<file path="config.mk">
export PLATFORM = sky130hd
export DESIGN_NAME = mips_mc_control
export DESIGN_NICKNAME = d
export VERILOG_FILES = /design/src/rtl/mips_pkg.sv /design/src/rtl/mc_out_decode.sv /design/src/rtl/mips_mc_control.sv
export SDC_FILE = /design/constraint.sdc
export NUM_CORES = 1
export LEC_CHECK = 0
export CORE_MARGIN = 4
export CORE_UTILIZATION = 44
export CTS_BUF_LIST = sky130_fd_sc_hd__clkbuf_8
export DETAILED_ROUTE_END_ITERATION = 8
export PLACE_DENSITY_LB_ADDON = 0.12
export SLEW_MARGIN = 20
export SYNTH_ARGS = -nofsm -noshare
export SYNTH_HDL_FRONTEND = slang
export SYNTH_SLANG_ARGS = --single-unit
</file>
<file path="constraint.sdc">
create_clock -name i_clk -period 1.7 [get_ports i_clk]
set_clock_uncertainty 0.05 [all_clocks]
set_input_delay 0.17 -clock i_clk [delete_from_list [all_inputs] [get_ports i_clk]]
set_output_delay 0.17 -clock i_clk [all_outputs]
set_load 0.005 [all_outputs]
</file>
<file path="src/rtl/mips_pkg.sv">
// Shared encodings for the multicycle MIPS control path: opcodes, sequencer
// states, ALU/mux select codes and the bundled control word.
package mips_pkg;

  localparam logic [5:0] OP_R    = 6'b000000;
  localparam logic [5:0] OP_LW   = 6'b100011;
  localparam logic [5:0] OP_SW   = 6'b101011;
  localparam logic [5:0] OP_BEQ  = 6'b000100;
  localparam logic [5:0] OP_J    = 6'b000010;
  localparam logic [5:0] OP_ADDI = 6'b001000;

  localparam logic [1:0] ALUOP_ADD   = 2'b00;
  localparam logic [1:0] ALUOP_SUB   = 2'b01;
  localparam logic [1:0] ALUOP_FUNCT = 2'b10;

  localparam logic [1:0] SRCB_B       = 2'b00;
  localparam logic [1:0] SRCB_FOUR    = 2'b01;
  localparam logic [1:0] SRCB_IMM     = 2'b10;
  localparam logic [1:0] SRCB_IMM_SH2 = 2'b11;

  localparam logic [1:0] PCSRC_ALU    = 2'b00;
  localparam logic [1:0] PCSRC_ALUOUT = 2'b01;
  localparam logic [1:0] PCSRC_JUMP   = 2'b10;

  typedef enum logic [3:0] {
    S_IDLE, S_FETCH, S_DECODE, S_MEM_ADDR, S_MEM_RD, S_MEM_WB, S_MEM_WR,
    S_EXEC, S_R_WB, S_ADDI_EX, S_ADDI_WB, S_BRANCH, S_JUMP, S_TRAP
  } state_t;

  // Every datapath enable/select driven by the sequencer.
  typedef struct packed {
    logic       mem_req;
    logic       mem_we;
    logic       iord;
    logic       ir_write;
    logic       pc_write;
    logic       reg_write;
    logic       reg_dst;
    logic       mem_to_reg;
    logic       alu_src_a;
    logic [1:0] alu_src_b;
    logic [1:0] alu_op;
    logic [1:0] pc_source;
  } ctrl_t;

endpackage

</file>
<file path="src/rtl/mc_out_decode.sv">
// Combinational control-word decode: state plus the two Mealy terms
// (mem_ready in FETCH, zero in BRANCH) to datapath controls.
module mc_out_decode
  import mips_pkg::*;
(
  input  state_t i_state,
  input  logic   i_zero,
  input  logic   i_mem_ready,
  output ctrl_t  o_ctrl
);

  // Map the current state to its control word; anything unlisted is all-zero.
  always_comb begin
    o_ctrl = '0;
    case (i_state)
      S_FETCH: begin
        o_ctrl.mem_req   = 1'b1;
        o_ctrl.iord      = 1'b0;
        o_ctrl.alu_src_b = SRCB_FOUR;
        o_ctrl.alu_op    = ALUOP_ADD;
        o_ctrl.pc_source = PCSRC_ALU;
        o_ctrl.ir_write  = i_mem_ready;
        o_ctrl.pc_write  = i_mem_ready;
      end
      S_DECODE: begin
        o_ctrl.alu_src_b = SRCB_IMM_SH2;
        o_ctrl.alu_op    = ALUOP_ADD;
      end
      S_MEM_ADDR, S_ADDI_EX: begin
        o_ctrl.alu_src_a = 1'b1;
        o_ctrl.alu_src_b = SRCB_IMM;
        o_ctrl.alu_op    = ALUOP_ADD;
      end
      S_MEM_RD: begin
        o_ctrl.mem_req = 1'b1;
        o_ctrl.iord    = 1'b1;
      end
      S_MEM_WB: begin
        o_ctrl.reg_write  = 1'b1;
        o_ctrl.mem_to_reg = 1'b1;
      end
      S_MEM_WR: begin
        o_ctrl.mem_req = 1'b1;
        o_ctrl.mem_we  = 1'b1;
        o_ctrl.iord    = 1'b1;
      end
      S_EXEC: begin
        o_ctrl.alu_src_a = 1'b1;
        o_ctrl.alu_src_b = SRCB_B;
        o_ctrl.alu_op    = ALUOP_FUNCT;
      end
      S_R_WB: begin
        o_ctrl.reg_write = 1'b1;
        o_ctrl.reg_dst   = 1'b1;
      end
      S_ADDI_WB: begin
        o_ctrl.reg_write = 1'b1;
      end
      S_BRANCH: begin
        o_ctrl.alu_src_a = 1'b1;
        o_ctrl.alu_src_b = SRCB_B;
        o_ctrl.alu_op    = ALUOP_SUB;
        o_ctrl.pc_source = PCSRC_ALUOUT;
        o_ctrl.pc_write  = i_zero;
      end
      S_JUMP: begin
        o_ctrl.pc_source = PCSRC_JUMP;
        o_ctrl.pc_write  = 1'b1;
      end
      default: ;
    endcase
  end

endmodule

</file>
<file path="src/rtl/mips_mc_control.sv">
// Multicycle MIPS control sequencer: state register, next-state dispatch,
// sticky illegal-opcode flag and retired-instruction counter.
module mips_mc_control
  import mips_pkg::*;
(
  input  logic        i_clk,
  input  logic        i_rst_n,
  input  logic        i_run,
  input  logic [5:0]  i_opcode,
  input  logic        i_zero,
  input  logic        i_mem_ready,
  output logic        o_mem_req,
  output logic        o_mem_we,
  output logic        o_iord,
  output logic        o_ir_write,
  output logic        o_pc_write,
  output logic        o_reg_write,
  output logic        o_reg_dst,
  output logic        o_mem_to_reg,
  output logic        o_alu_src_a,
  output logic [1:0]  o_alu_src_b,
  output logic [1:0]  o_alu_op,
  output logic [1:0]  o_pc_source,
  output logic        o_busy,
  output logic        o_illegal,
  output logic [31:0] o_retired
);

  state_t      r_state;
  state_t      w_next;
  logic        w_done;
  logic        r_illegal;
  logic [31:0] r_retired;
  ctrl_t       w_ctrl;

  mc_out_decode u_dec (
    .i_state     (r_state),
    .i_zero      (i_zero),
    .i_mem_ready (i_mem_ready),
    .o_ctrl      (w_ctrl)
  );

  // Next-state dispatch; w_done marks the last cycle of an instruction,
  // where issue of the next one is decided by run.
  always_comb begin
    w_next = r_state;
    w_done = 1'b0;
    case (r_state)
      S_IDLE:     if (i_run) w_next = S_FETCH;
      S_FETCH:    if (i_mem_ready) w_next = S_DECODE;
      S_DECODE: begin
        case (i_opcode)
          OP_LW, OP_SW: w_next = S_MEM_ADDR;
          OP_R:         w_next = S_EXEC;
          OP_ADDI:      w_next = S_ADDI_EX;
          OP_BEQ:       w_next = S_BRANCH;
          OP_J:         w_next = S_JUMP;
          default:      w_next = S_TRAP;
        endcase
      end
      S_MEM_ADDR: w_next = (i_opcode == OP_LW) ? S_MEM_RD : S_MEM_WR;
      S_MEM_RD:   if (i_mem_ready) w_next = S_MEM_WB;
      S_MEM_WR:   w_done = i_mem_ready;
      S_EXEC:     w_next = S_R_WB;
      S_ADDI_EX:  w_next = S_ADDI_WB;
      S_MEM_WB, S_R_WB, S_ADDI_WB, S_BRANCH, S_JUMP: w_done = 1'b1;
      S_TRAP:     w_next = S_TRAP;
      default:    w_next = S_IDLE;
    endcase
    if (w_done) w_next = i_run ? S_FETCH : S_IDLE;
  end

  // State register, sticky illegal flag and wrapping retire counter.
  always_ff @(posedge i_clk or negedge i_rst_n) begin
    if (!i_rst_n) begin
      r_state   <= S_IDLE;
      r_illegal <= 1'b0;
      r_retired <= '0;
    end else begin
      r_state <= w_next;
      if (w_next == S_TRAP) r_illegal <= 1'b1;
      if (w_done) r_retired <= r_retired + 32'd1;
    end
  end

  assign o_mem_req    = w_ctrl.mem_req;
  assign o_mem_we     = w_ctrl.mem_we;
  assign o_iord       = w_ctrl.iord;
  assign o_ir_write   = w_ctrl.ir_write;
  assign o_pc_write   = w_ctrl.pc_write;
  assign o_reg_write  = w_ctrl.reg_write;
  assign o_reg_dst    = w_ctrl.reg_dst;
  assign o_mem_to_reg = w_ctrl.mem_to_reg;
  assign o_alu_src_a  = w_ctrl.alu_src_a;
  assign o_alu_src_b  = w_ctrl.alu_src_b;
  assign o_alu_op     = w_ctrl.alu_op;
  assign o_pc_source  = w_ctrl.pc_source;
  assign o_busy       = (r_state != S_IDLE);
  assign o_illegal    = r_illegal;
  assign o_retired    = r_retired;

endmodule

</file>
==> results_dict.tcl <==
set metrics [dict create \
    nets 346 \
    ys_seq_elements 37 \
    overflow 0 \
    htree_levels 2 \
    grt_pass1_vias 2019 \
    cts_tree "built" \
    drc 0 \
    synth-edff-count 0 \
    final_cells 386 \
    die_area_um2 5750 \
    synthCells 206 \
    cp.arrival_ns 1.56 \
    clockPowerShare_pct 14.6 \
    numCtsBuffers 5 \
    syn_area_um2 2020 \
    vdd_ir_drop_max_mv 0.708 \
    reg2reg_depth 7 \
    required_ns 1.48 \
    clock_latency_ns 0.29 \
    cts.clk_slew.worst_paths_ns 0.06 \
    grt_pass1_wl_um 9180 \
    synth_top_cell_area_share_pct 45.8 \
    yosysTopAreaCell "dfrtp_1" \
    crit_type "flip-flop to output pin" \
    globalplace.congestion 0.794 \
    die_h_um 75.8 \
    start_util_pct 45.8 \
    swShare_pct 36.2 \
    r2r-end "o_retired[6]$_DFFE_PN0P_" \
    critPathMaxFanout 6 \
    clk_path_buf_depth 2 \
    period_share_pct 104 \
    detail_route.first_pass.iterations 5 \
    yosys.cell_types.count 49 \
    vias_per_cell 5.30 \
    grt_max_degree 38 \
    drtIter0Drc 82 \
    vias 2047 \
    async_flop_share_pct 100 \
    drive_gt1_share_pct 43.4 \
    status "finished with violations" \
    cts.sinks 37 \
    dp.cells 358 \
    internal-power_mw 2.67 \
    final-hold-violation-count 0 \
    p_comb_share_pct 57.4 \
    grt_setup_unrepaired "yes" \
    p_per_area_nw_per_um2 1210 \
    top_level_ports 60 \
    antenna_left 0 \
    synth_flop_cell "dfrtp_1" \
    setup_viol 25 \
    grt_antenna_before_repair 0 \
    total_power_mw 4.18 \
    cp-end-kind "output pin" \
    wl_per_cell_um 15.7 \
    synthTopCellsByArea "dfrtp_1, xnor2_1, xor2_1" \
    yosys_warnings 0 \
    syn_nets 218 \
    seq_area_frac_synth_pct 45.8 \
    r2r_start "r_state[1]$_DFF_PN0_" \
    power.leakage_nw 1.59 \
    p_seq_share_pct 27.9 \
    slew_violations 0 \
    synth.avg_cell_area_um2 9.82 \
    fin_crit_ns 1.78 \
    fin_ws_ns -0.0753 \
    wirelength_um 6080 \
    holdCritPathClass "input port to async pin" \
    n_antenna_cell 0 \
    cap_viol_max_count 0 \
    worst_pin_slew_ns 0.387 \
    cts_root_buffer "clkbuf_8" \
    die_x_um 75.8 \
    p_sw_mw 1.52 \
    rows 24 \
    port_buffers 59 \
    r2r_setup_slack_ns -0.07 \
    max_freq_mhz 563 \
    dp.final_hpwl_um 3940 \
    worst_setup_path_start_kind "flip-flop" \
    violations "negative setup slack" \
    area_growth_syn_to_layout_pct 71.4 \
    dp_slack_ns -0.219 \
    fp.coreArea_um2 4410 \
    grt_usage_pct 20.8 \
    num-fill-cells 275 \
    relSlewSlack_pct 74.0 \
]
==> placed cells by master (no fill, tap or decap), types with 4 or more instances in the layout <==
master and n:
buf_4 57, clkdlybuf4s50_1 42, dfrtp_1 33, xnor2_1 20, nand2_1 12, buf_6 12, xor2_1 11, nor2_1 9
nand3_1 7, nand4_1 7, buf_2 7, nand2_2 6, nor2_2 6, nand3_2 6, clkbuf_8 6, clkbuf_2 6
nor2_4 5, and3_1 5, nand2b_4 4, dfrtp_2 4
==> synthesized netlist by cell type, types with 2 or more instances <==
| master | count |
|---|---|
| nand3_2 | 2 |
| nand4_1 | 7 |
| nor2b_1 | 4 |
| nand3b_1 | 2 |
| xnor2_1 | 21 |
| nand3_1 | 12 |
| and2_1 | 2 |
| mux2i_1 | 2 |
| clkbuf_1 | 3 |
| dfrtp_1 | 37 |
| a21oi_1 | 5 |
| nor2_1 | 18 |
| inv_1 | 2 |
| nand2_1 | 18 |
| and3_1 | 7 |
| nor3_1 | 5 |
| o21ai_0 | 4 |
| o21ai_1 | 3 |
| mux2_2 | 2 |
| buf_4 | 3 |
| a21boi_0 | 2 |
| nor2_4 | 2 |
| and4_1 | 2 |
| xor2_1 | 11 |
| nand2b_1 | 6 |
==> layout make-up <==
| cell class | instances | area (µm²) | area share (%) |
|---|---|---|---|
| Multi-Input combinational cell | 158 | 1260 | 36.3 |
| Timing Repair Buffer | 130 | 1120 | 32.3 |
| Sequential cell | 37 | 931 | 26.8 |
| Clock buffer | 6 | 82.6 | 2.38 |
| Tap cell | 52 | 65.1 | 1.88 |
| Inverter | 2 | 7.51 | 0.217 |
| Clock inverter | 1 | 3.75 | 0.108 |
==> power groups by stage <==
stage | logic [mW] | registers (mW) | clock network (mW)
finish | 2.40 | 1.17 | 0.612
global route | 2.58 | 1.18 | 0.657
CTS | 2.09 | 1.15 | 0.623
detailed placement | 1.80 | 1.15 | 0
global placement | 1.78 | 1.15 | 0
floorplan | 0.814 | 1.13 | 0
==> what timing repair did <==
item | in CTS | in global routing
pin swaps | 18 | 17
setup buffers | 10 | 11
hold endpoints to repair | 37 | 0
hold buffers | 1 | 0
resized for setup | 70 | 50
cloned | 0 | 0
setup endpoints to repair | 44 | 41
==> cell families after synthesis <==
group | synth area share, %
DFF | 45.8
muxes | 2.10
buffers and inverters | 3.09
xor gates and xnor gates | 13.9
adders and majority gates | 0.618
and+or+nand+nor | 24.2
AOI/OAI and AO/OA | 10.3
==> how the worst max path moves through the flow <==
stage,slack [ns],end,depth (start not counted),startpoint
floorplan,0.05,o_retired[19]$_DFFE_PN0P_,7,r_state[0]$_DFF_PN0_
global placement,-0.16,o_retired[29]$_DFFE_PN0P_,7,i_mem_ready
detailed placement,-0.22,o_retired[26]$_DFFE_PN0P_,8,i_mem_ready
CTS,-0.17,o_pc_source[1],3,r_state[1]$_DFF_PN0_
global route,-0.14,o_retired[27]$_DFFE_PN0P_,7,r_state[0]$_DFF_PN0_
finish,-0.08,o_pc_write,6,r_state[0]$_DFF_PN0_
==> per-stage QoR <==
step                instance area [µm²]  util (%)  hold WS (ns)  TNS [ns]
finish                             3470      78.5         0.329    -0.839
global route                       3470      78.5         0.361     -2.82
CTS                                3310      75.0         0.330    -0.677
detailed placement                 3010      68.1         0.101     -4.50
global placement                   3010      68.1        0.0955     -3.36
floorplan                          2020         -        -0.176         0
==> critical path, stage by stage (launching register included) <==
cell and delay, ns:
dfrtp_2 0.46, buf_4 0.16, buf_6 0.12, nand2_2 0.07
nor2_2 0.04, a211o_1 0.29, buf_2 0.13
==> state kept, by name (all words and copies together), names as in the netlist <==
register   count
o_illegal      1
o_retired     32
r_state        4
==> routing by layer <==
metal	GRT usage, %	vias to the layer above	share of wire, %
li1	-	978	-
met2	34.4	48	51
met4	6.41	0	1.0
met5	0	-	0
met3	4.49	9	4.6
met1	27.1	1012	43
Power figures use the tool's default switching activity.
